[config.mk]
export PLATFORM = sky130hd
export DESIGN_NAME = seq_divider_flat
export DESIGN_NICKNAME = d
export VERILOG_FILES = /design/src/rtl/alu_pkg.sv /design/src/rtl/seq_divider_if.sv /design/src/rtl/seq_divider_div_step.sv /design/src/rtl/seq_divider.sv /design/src/flat_wrapper.sv
export SDC_FILE = /design/constraint.sdc
export NUM_CORES = 1
export LEC_CHECK = 0
export ABC_AREA = 1
export CAP_MARGIN = 5
export CORE_MARGIN = 2
export CORE_UTILIZATION = 55
export DETAILED_ROUTE_END_ITERATION = 10
export DONT_BUFFER_PORTS = 1
export PLACE_DENSITY = 0.73
export SLEW_MARGIN = 20
export SYNTH_ARGS = -nofsm -noshare
export SYNTH_HDL_FRONTEND = slang
export SYNTH_HIERARCHICAL = 1
export SYNTH_SLANG_ARGS = --single-unit
export TNS_END_PERCENT = 20
[constraint.sdc]
create_clock -name clk -period 5.2 [get_ports clk]
set_input_delay 1.04 -clock clk [delete_from_list [all_inputs] [get_ports clk]]
set_output_delay 1.04 -clock clk [all_outputs]
set_load 0.01 [all_outputs]
[src/rtl/alu_pkg.sv]
// Shared ALU definitions: opcodes, divider state encoding, widths.
// Imported by the divider, its step slice and its bus interface.
package alu_pkg;

    localparam int DIV_WIDTH = 32;
    localparam int DIV_CNT_W = 6;

    localparam logic [3:0] OP_ADD = 4'b0000;
    localparam logic [3:0] OP_SUB = 4'b0001;
    localparam logic [3:0] OP_MUL = 4'b0010;
    localparam logic [3:0] OP_DIV = 4'b0011;
    localparam logic [3:0] OP_AND = 4'b0100;
    localparam logic [3:0] OP_OR  = 4'b0101;
    localparam logic [3:0] OP_XOR = 4'b0110;
    localparam logic [3:0] OP_NOT = 4'b0111;
    localparam logic [3:0] OP_SLL = 4'b1000;
    localparam logic [3:0] OP_SRL = 4'b1001;
    localparam logic [3:0] OP_SRA = 4'b1010;
    localparam logic [3:0] OP_RL  = 4'b1011;
    localparam logic [3:0] OP_RR  = 4'b1100;

    typedef enum logic [2:0] {
        S_IDLE = 3'd0,
        S_INIT = 3'd1,
        S_ITER = 3'd2,
        S_FIX  = 3'd3,
        S_DONE = 3'd4
    } div_state_e;

endpackage

[src/rtl/seq_divider_if.sv]
// Divider request/result bundle between control unit and seq_divider.
// master: start, A, B out; results in.  slave: the divider side.
interface seq_divider_if #(
    parameter int WIDTH = 32
);
    logic             start;
    logic [WIDTH-1:0] A;
    logic [WIDTH-1:0] B;
    logic [WIDTH-1:0] outputLOW;
    logic [WIDTH-1:0] outputHI;
    logic             busy;
    logic             done;
    logic             div_by_zero;

    modport master (
        output start, A, B,
        input  outputLOW, outputHI, busy, done, div_by_zero
    );

    modport slave (
        input  start, A, B,
        output outputLOW, outputHI, busy, done, div_by_zero
    );
endinterface

[src/rtl/seq_divider_div_step.sv]
// One restoring-division step (combinational).
// rem_i/msb_i/dsr_i in; rem_o (next remainder), q_o (quotient bit) out.
module div_step #(
    parameter int WIDTH = 32
) (
    input  logic [WIDTH:0]   rem_i,
    input  logic             msb_i,
    input  logic [WIDTH-1:0] dsr_i,
    output logic [WIDTH:0]   rem_o,
    output logic             q_o
);
    logic [WIDTH+1:0] shifted;
    logic [WIDTH+1:0] trial;

    always_comb begin
        shifted = {rem_i, msb_i};
        trial   = shifted - {2'b00, dsr_i};
        // Top bit of the widened trial is its sign.
        q_o     = ~trial[WIDTH+1];
        rem_o   = q_o ? trial[WIDTH:0] : shifted[WIDTH:0];
    end
endmodule

[src/rtl/seq_divider.sv]
// Multi-cycle signed divider: LO = quotient, HI = remainder.
// Ports: clk, clr (sync high reset), bus (seq_divider_if.slave).
module seq_divider
    import alu_pkg::*;
#(
    parameter int WIDTH = DIV_WIDTH,
    parameter int CNT_W = DIV_CNT_W
) (
    input  logic           clk,
    input  logic           clr,
    seq_divider_if.slave   bus
);
    div_state_e       state_q, state_d;
    logic [WIDTH-1:0] a_q, a_d;
    logic [WIDTH-1:0] b_q, b_d;
    logic [WIDTH-1:0] dvd_q, dvd_d;
    logic [WIDTH-1:0] dsr_q, dsr_d;
    logic [WIDTH:0]   rem_q, rem_d;
    logic [CNT_W-1:0] cnt_q, cnt_d;
    logic             sgn_q_q, sgn_q_d;
    logic             sgn_r_q, sgn_r_d;
    logic [WIDTH-1:0] lo_q, lo_d;
    logic [WIDTH-1:0] hi_q, hi_d;
    logic             dz_q, dz_d;

    logic [WIDTH:0]   step_rem;
    logic             step_q;

    div_step #(.WIDTH(WIDTH)) u_step (
        .rem_i (rem_q),
        .msb_i (dvd_q[WIDTH-1]),
        .dsr_i (dsr_q),
        .rem_o (step_rem),
        .q_o   (step_q)
    );

    always_comb begin
        state_d = state_q;
        a_d     = a_q;
        b_d     = b_q;
        dvd_d   = dvd_q;
        dsr_d   = dsr_q;
        rem_d   = rem_q;
        cnt_d   = cnt_q;
        sgn_q_d = sgn_q_q;
        sgn_r_d = sgn_r_q;
        lo_d    = lo_q;
        hi_d    = hi_q;
        dz_d    = dz_q;
        unique case (state_q)
            S_IDLE: begin
                if (bus.start) begin
                    a_d     = bus.A;
                    b_d     = bus.B;
                    dz_d    = 1'b0;
                    state_d = S_INIT;
                end
            end
            S_INIT: begin
                sgn_q_d = a_q[WIDTH-1] ^ b_q[WIDTH-1];
                sgn_r_d = a_q[WIDTH-1];
                // -2^(W-1) negates to itself, which is its magnitude unsigned.
                dvd_d   = a_q[WIDTH-1] ? -a_q : a_q;
                dsr_d   = b_q[WIDTH-1] ? -b_q : b_q;
                rem_d   = '0;
                cnt_d   = CNT_W'(WIDTH);
                if (b_q == '0) begin
                    lo_d    = '1;
                    hi_d    = a_q;
                    dz_d    = 1'b1;
                    state_d = S_DONE;
                end else begin
                    state_d = S_ITER;
                end
            end
            S_ITER: begin
                // Dividend bits shift out the top as quotient bits enter below.
                rem_d = step_rem;
                dvd_d = {dvd_q[WIDTH-2:0], step_q};
                cnt_d = cnt_q - 1'b1;
                if (cnt_q == CNT_W'(1))
                    state_d = S_FIX;
            end
            S_FIX: begin
                lo_d    = sgn_q_q ? -dvd_q : dvd_q;
                hi_d    = sgn_r_q ? -rem_q[WIDTH-1:0] : rem_q[WIDTH-1:0];
                state_d = S_DONE;
            end
            S_DONE: begin
                state_d = S_IDLE;
            end
            default: begin
                state_d = S_IDLE;
            end
        endcase
    end

    always_ff @(posedge clk) begin
        if (clr) begin
            state_q <= S_IDLE;
            a_q     <= '0;
            b_q     <= '0;
            dvd_q   <= '0;
            dsr_q   <= '0;
            rem_q   <= '0;
            cnt_q   <= '0;
            sgn_q_q <= 1'b0;
            sgn_r_q <= 1'b0;
            lo_q    <= '0;
            hi_q    <= '0;
            dz_q    <= 1'b0;
        end else begin
            state_q <= state_d;
            a_q     <= a_d;
            b_q     <= b_d;
            dvd_q   <= dvd_d;
            dsr_q   <= dsr_d;
            rem_q   <= rem_d;
            cnt_q   <= cnt_d;
            sgn_q_q <= sgn_q_d;
            sgn_r_q <= sgn_r_d;
            lo_q    <= lo_d;
            hi_q    <= hi_d;
            dz_q    <= dz_d;
        end
    end

    // Status comes straight from the state register.
    assign bus.busy        = (state_q != S_IDLE);
    assign bus.done        = (state_q == S_DONE);
    assign bus.outputLOW   = lo_q;
    assign bus.outputHI    = hi_q;
    assign bus.div_by_zero = dz_q;
endmodule

[src/flat_wrapper.sv]
// flat-port wrapper written by rule: the top's interface ports become plain ports
module seq_divider_flat import alu_pkg::*;
#(
    parameter int WIDTH = DIV_WIDTH,
    parameter int CNT_W = DIV_CNT_W
)
  (clk, clr, bus_start, bus_A, bus_B, bus_outputLOW, bus_outputHI, bus_busy, bus_done, bus_div_by_zero);
  seq_divider_if #(.WIDTH(WIDTH)) bus_i ();
  input  logic clk;
  input  logic clr;
  input wire logic [$bits(bus_i.start)-1:0] bus_start;
  input wire logic [$bits(bus_i.A)-1:0] bus_A;
  input wire logic [$bits(bus_i.B)-1:0] bus_B;
  output wire logic [$bits(bus_i.outputLOW)-1:0] bus_outputLOW;
  output wire logic [$bits(bus_i.outputHI)-1:0] bus_outputHI;
  output wire logic [$bits(bus_i.busy)-1:0] bus_busy;
  output wire logic [$bits(bus_i.done)-1:0] bus_done;
  output wire logic [$bits(bus_i.div_by_zero)-1:0] bus_div_by_zero;
  assign bus_i.start = bus_start;
  assign bus_i.A = bus_A;
  assign bus_i.B = bus_B;
  assign bus_outputLOW = bus_i.outputLOW;
  assign bus_outputHI = bus_i.outputHI;
  assign bus_busy = bus_i.busy;
  assign bus_done = bus_i.done;
  assign bus_div_by_zero = bus_i.div_by_zero;
  seq_divider #(.WIDTH(WIDTH), .CNT_W(CNT_W)) u_core (.clk(clk), .clr(clr), .bus(bus_i));
endmodule
==> results.cfg <==
[power]
switching_share_pct = 44.7
total_switching_power_w = 0.00343
clock_power_share_pct = 25.2
power.density_cell_area_nw_per_um2 = 458
intPower_w = 0.00425
combPwrFrac_pct = 44.8
max-vdd-ir-drop_v = 0.000329
cellLeakagePower_nw = 7.94
pwr-share-seq_pct = 30.0

[sta]
post-route-period-util_pct = 62.4
clock_skew_ns = 0.0150
fin_ws_ns = 1.95
setup_repair_after_global_routing_missed_its_margin = false
max_slew_margin_pct = 34.5
tightestPinTransition_ns = 0.983
finalCriticalPeriod_ns = 3.25
setup-violations-final = 0
final_hold_viol_count = 0
fmax_mhz = 308
setup_total_negative_slack_ns = 0
report.final.slew_viol_count = 0

[floorplanning]
pin_count = 134
die-width_um = 174
design.die.area_um2 = 30100
floorplan.rows = 62
start_util_pct = 55.4
core_region_area_um2 = 28500
die-height_um = 174

[place]
place.port_buffers = 0
finalWeightedCongestion = 0.957
pre_cts_slack_ns = 2.02
detailed_placement_hpwl_um = 39100

[clock_network]
cts-buffers-inserted = 27
cts_resized = 0
post-cts-setup-buffers = 0
clock_sinks = 237
cts.hold.buffers_added = 0
clk_pin_slew_worst_paths_ns = 0.06
clock-root-buffer = sky130_fd_sc_hd__clkbuf_16
tritoncts_clock_tree = done
insertion_delay_ns = 0.54
cts_buffer_depth = 3
clock_tree.htree_level_count = 1

[drt]
drt_iter0_drc = 2068
detail_route.wirelength_um = 51500
ant_nets = 0
vias_per_cell = 5.67
drt_first_pass_iters = 6
drc = 0
dr_total_vias = 16666
route.detailed.wl_per_inst_um = 17.5

[run_status]
status = finished, final reports clean

[global_routing]
globalRouteTotalUtil_pct = 33.5
busiest_layer_in_global_routing = met1
first_global_vias = 14898
globalRouteMet3Util_pct = 9.25
number_of_antenna_violations_at_the_first_check_in_global_routing = 0
grt-ovfl-total = 0
use_met2_pct = 47.7
gr-usage-met1_pct = 50.0
wire_length_of_the_first_global_routing_pass_um = 81200
grt_start_max_net_pins = 122

[min_path]
hold_path_class = flop to flop

[final_layout]
flow.area_growth_from_synthesis_pct = 6.09
antenna_cells_inserted = 0
multi_input_area_um2 = 9130
post_route_cells_drive_above_1_share_pct = 4.11
fillerInstances = 2971
final-seq-area_um2 = 4740
nNetsFinal = 2639

[synthesis]
synth-edff-count = 0
ys_types = 47
synth_largest_area_cell = sky130_fd_sc_hd__dfxtp_1
synth_area_per_cell_um2 = 6.08
synth_top_cells_by_area = sky130_fd_sc_hd__dfxtp_1 30%, sky130_fd_sc_hd__nand2_1 15%, sky130_fd_sc_hd__inv_1 8.8%, sky130_fd_sc_hd__nand3_1 8.4%, sky130_fd_sc_hd__a21oi_1 6.2%
yosys_register_bits = 237
yosysSeqAreaShare_pct = 30.0
post-synth-top-area-fraction_pct = 30.0
yosys_warnings = 6
netlist_area_um2 = 15800
postSynth.asyncResetShare_pct = 0
synth_cells = 2603
postSynthNetCount = 2709
synth_flop_cell = sky130_fd_sc_hd__dfxtp_1

[critical_path]
cp_data_required_time_ns = 5.62
critPathCaptureType = flop
startpoint = u_core/state_q[2]
crit_path_start_kind = flop
crit-reg2reg-launch = u_core/state_q[2]
worst_setup_ep = u_core/rem_q[9]
cp_max_fo = 33
worst_r2r_path_depth = 7
critical_path_class = flop to flop
worst-endpoint-arrival_ns = 3.67
timing.reg2reg.setup_slack_ns = 1.95
worstReg2RegEnd = u_core/rem_q[9]

[job]
drv_cap = 0
cell usage in the layout, fill, tap and decap left out, types with 8 or more instances in the layout:
cell	n
sky130_fd_sc_hd__a31oi_1	21
sky130_fd_sc_hd__o21ai_1	23
sky130_fd_sc_hd__a21oi_1	196
sky130_fd_sc_hd__nand2_2	8
sky130_fd_sc_hd__buf_4	10
sky130_fd_sc_hd__clkbuf_16	27
sky130_fd_sc_hd__nor2_1	259
sky130_fd_sc_hd__clkbuf_8	11
sky130_fd_sc_hd__o211ai_1	22
sky130_fd_sc_hd__dfxtp_1	237
sky130_fd_sc_hd__o22ai_1	23
sky130_fd_sc_hd__o21a_1	8
sky130_fd_sc_hd__nand2_1	646
sky130_fd_sc_hd__o21ai_0	167
sky130_fd_sc_hd__nand4_1	46
sky130_fd_sc_hd__and2_1	13
sky130_fd_sc_hd__nor3_1	38
sky130_fd_sc_hd__ha_1	38
sky130_fd_sc_hd__nand3_2	8
sky130_fd_sc_hd__inv_1	371
sky130_fd_sc_hd__nand3b_1	10
sky130_fd_sc_hd__inv_2	8
sky130_fd_sc_hd__xor2_1	36
sky130_fd_sc_hd__nor2_2	8
sky130_fd_sc_hd__nand3_1	263
through the flow:
step / utilization, % / instance area [µm²] / cells / hold WS [ns] / total power [W]
detailed placement: 55.6 / 15900 / 2888 / 0.474 / 0.00569
global route: 58.8 / 16800 / 2938 / 0.511 / 0.00825
CTS: 58.8 / 16800 / 2938 / 0.484 / 0.00762
global placement: 55.6 / 15900 / 2888 / 0.453 / 0.00564
finish: 58.8 / 16800 / 2938 / 0.487 / 0.00768
floorplan: - / 15800 / 2603 / 0.440 / 0.00489
cell usage after synthesis (2+ instances only):
cell type and number:
sky130_fd_sc_hd__clkbuf_1 75, sky130_fd_sc_hd__or2_2 5, sky130_fd_sc_hd__o211ai_1 22, sky130_fd_sc_hd__inv_2 8, sky130_fd_sc_hd__o21ai_1 23, sky130_fd_sc_hd__nand2_1 646
sky130_fd_sc_hd__o21bai_1 7, sky130_fd_sc_hd__nand3b_1 10, sky130_fd_sc_hd__nand4_1 46, sky130_fd_sc_hd__nor3_1 38, sky130_fd_sc_hd__xor2_1 36, sky130_fd_sc_hd__buf_6 11
sky130_fd_sc_hd__nor2_1 260, sky130_fd_sc_hd__nand3_2 8, sky130_fd_sc_hd__a31oi_1 21, sky130_fd_sc_hd__buf_2 8, sky130_fd_sc_hd__nor2_4 3, sky130_fd_sc_hd__nand3_1 264
sky130_fd_sc_hd__nand2_2 8, sky130_fd_sc_hd__clkinv_1 3, sky130_fd_sc_hd__buf_1 7, sky130_fd_sc_hd__nor2_2 8, sky130_fd_sc_hd__buf_4 8, sky130_fd_sc_hd__o21ai_0 167
sky130_fd_sc_hd__o21a_1 8, sky130_fd_sc_hd__o22ai_1 23, sky130_fd_sc_hd__a21o_1 2, sky130_fd_sc_hd__or2_1 5, sky130_fd_sc_hd__a21oi_1 196, sky130_fd_sc_hd__nand2_4 4
sky130_fd_sc_hd__ha_1 38, sky130_fd_sc_hd__nor3_2 2, sky130_fd_sc_hd__and2_1 13, sky130_fd_sc_hd__inv_1 371, sky130_fd_sc_hd__dfxtp_1 237
critical path: stages, from the launching register on:
cell and delay, ns:
sky130_fd_sc_hd__dfxtp_1 0.34, sky130_fd_sc_hd__nor2_1 0.28, sky130_fd_sc_hd__nand2_1 0.56, sky130_fd_sc_hd__nand2_1 0.88, sky130_fd_sc_hd__clkinv_1 0.50, sky130_fd_sc_hd__buf_4 0.38
sky130_fd_sc_hd__nand2_1 0.11, sky130_fd_sc_hd__a21oi_1 0.06
area by class of cell:
class,count,area share (%)
Clock inverter,6,0.403
Inverter,382,8.56
Multi-Input combinational cell,1875,54.4
Sequential cell,237,28.3
Clock buffer,44,5.06
Timing Repair Buffer,10,0.447
Tap cell,384,2.86
power by group through the flow:
| stage | Sequential, W | Combinational (W) | Clock (W) |
|---|---|---|---|
| 3_3_place_gp | 0.00233 | 0.00331 | 0 |
| 6_report | 0.00231 | 0.00344 | 0.00193 |
| 5_1_grt | 0.00233 | 0.00389 | 0.00203 |
| 4_1_cts | 0.00230 | 0.00337 | 0.00195 |
| 3_5_place_dp | 0.00233 | 0.00335 | 0 |
| 2_1_floorplan | 0.00224 | 0.00265 | 0 |
flip-flops by register name, summed over array words and instances (netlist names):
signal                  count
u_core/state_q              3
u_core/sgn_q_q              1
u_core/a_q                 32
u_core/dsr_q               32
u_core/bus.outputHI        32
u_core/sgn_r_q              1
u_core/bus.div_by_zero      1
u_core/rem_q               33
u_core/dvd_q               32
u_core/bus.outputLOW       32
u_core/b_q                 32
u_core/cnt_q                6
metal layers:
layer,vias to the layer above,part of all wire [%]
li1,8282,-
met1,7522,46
met2,785,40
met3,77,12
met4,0,2.0
met5,-,0
how the worst min path moves through the flow:
| stage | startpoint | endpoint | slack (ns) | cells after the start |
|---|---|---|---|---|
| after floorplan | u_core/state_q[2] | u_core/state_q[0] | 0.44 | 1 |
| after global placement | u_core/state_q[2] | u_core/state_q[0] | 0.45 | 1 |
| after detailed placement | u_core/dvd_q[14] | u_core/dvd_q[15] | 0.47 | 2 |
| after CTS | u_core/dvd_q[14] | u_core/dvd_q[15] | 0.48 | 2 |
| after global routing | u_core/b_q[1] | u_core/dsr_q[1] | 0.51 | 2 |
| final | u_core/dvd_q[14] | u_core/dvd_q[15] | 0.49 | 2 |
cells by family after synthesis:
family	after synthesis	share of synthesized area [%]
AO/OA/AOI/OAI	475	16.1
XOR/XNOR	37	2.05
adder cells (fa/ha/maj)	39	3.13
buffers and inverters	491	12.4
flip-flops	237	30.0
AND/OR/NAND/NOR	1324	36.3
No activity file was read; power rests on OpenSTA's default activity.
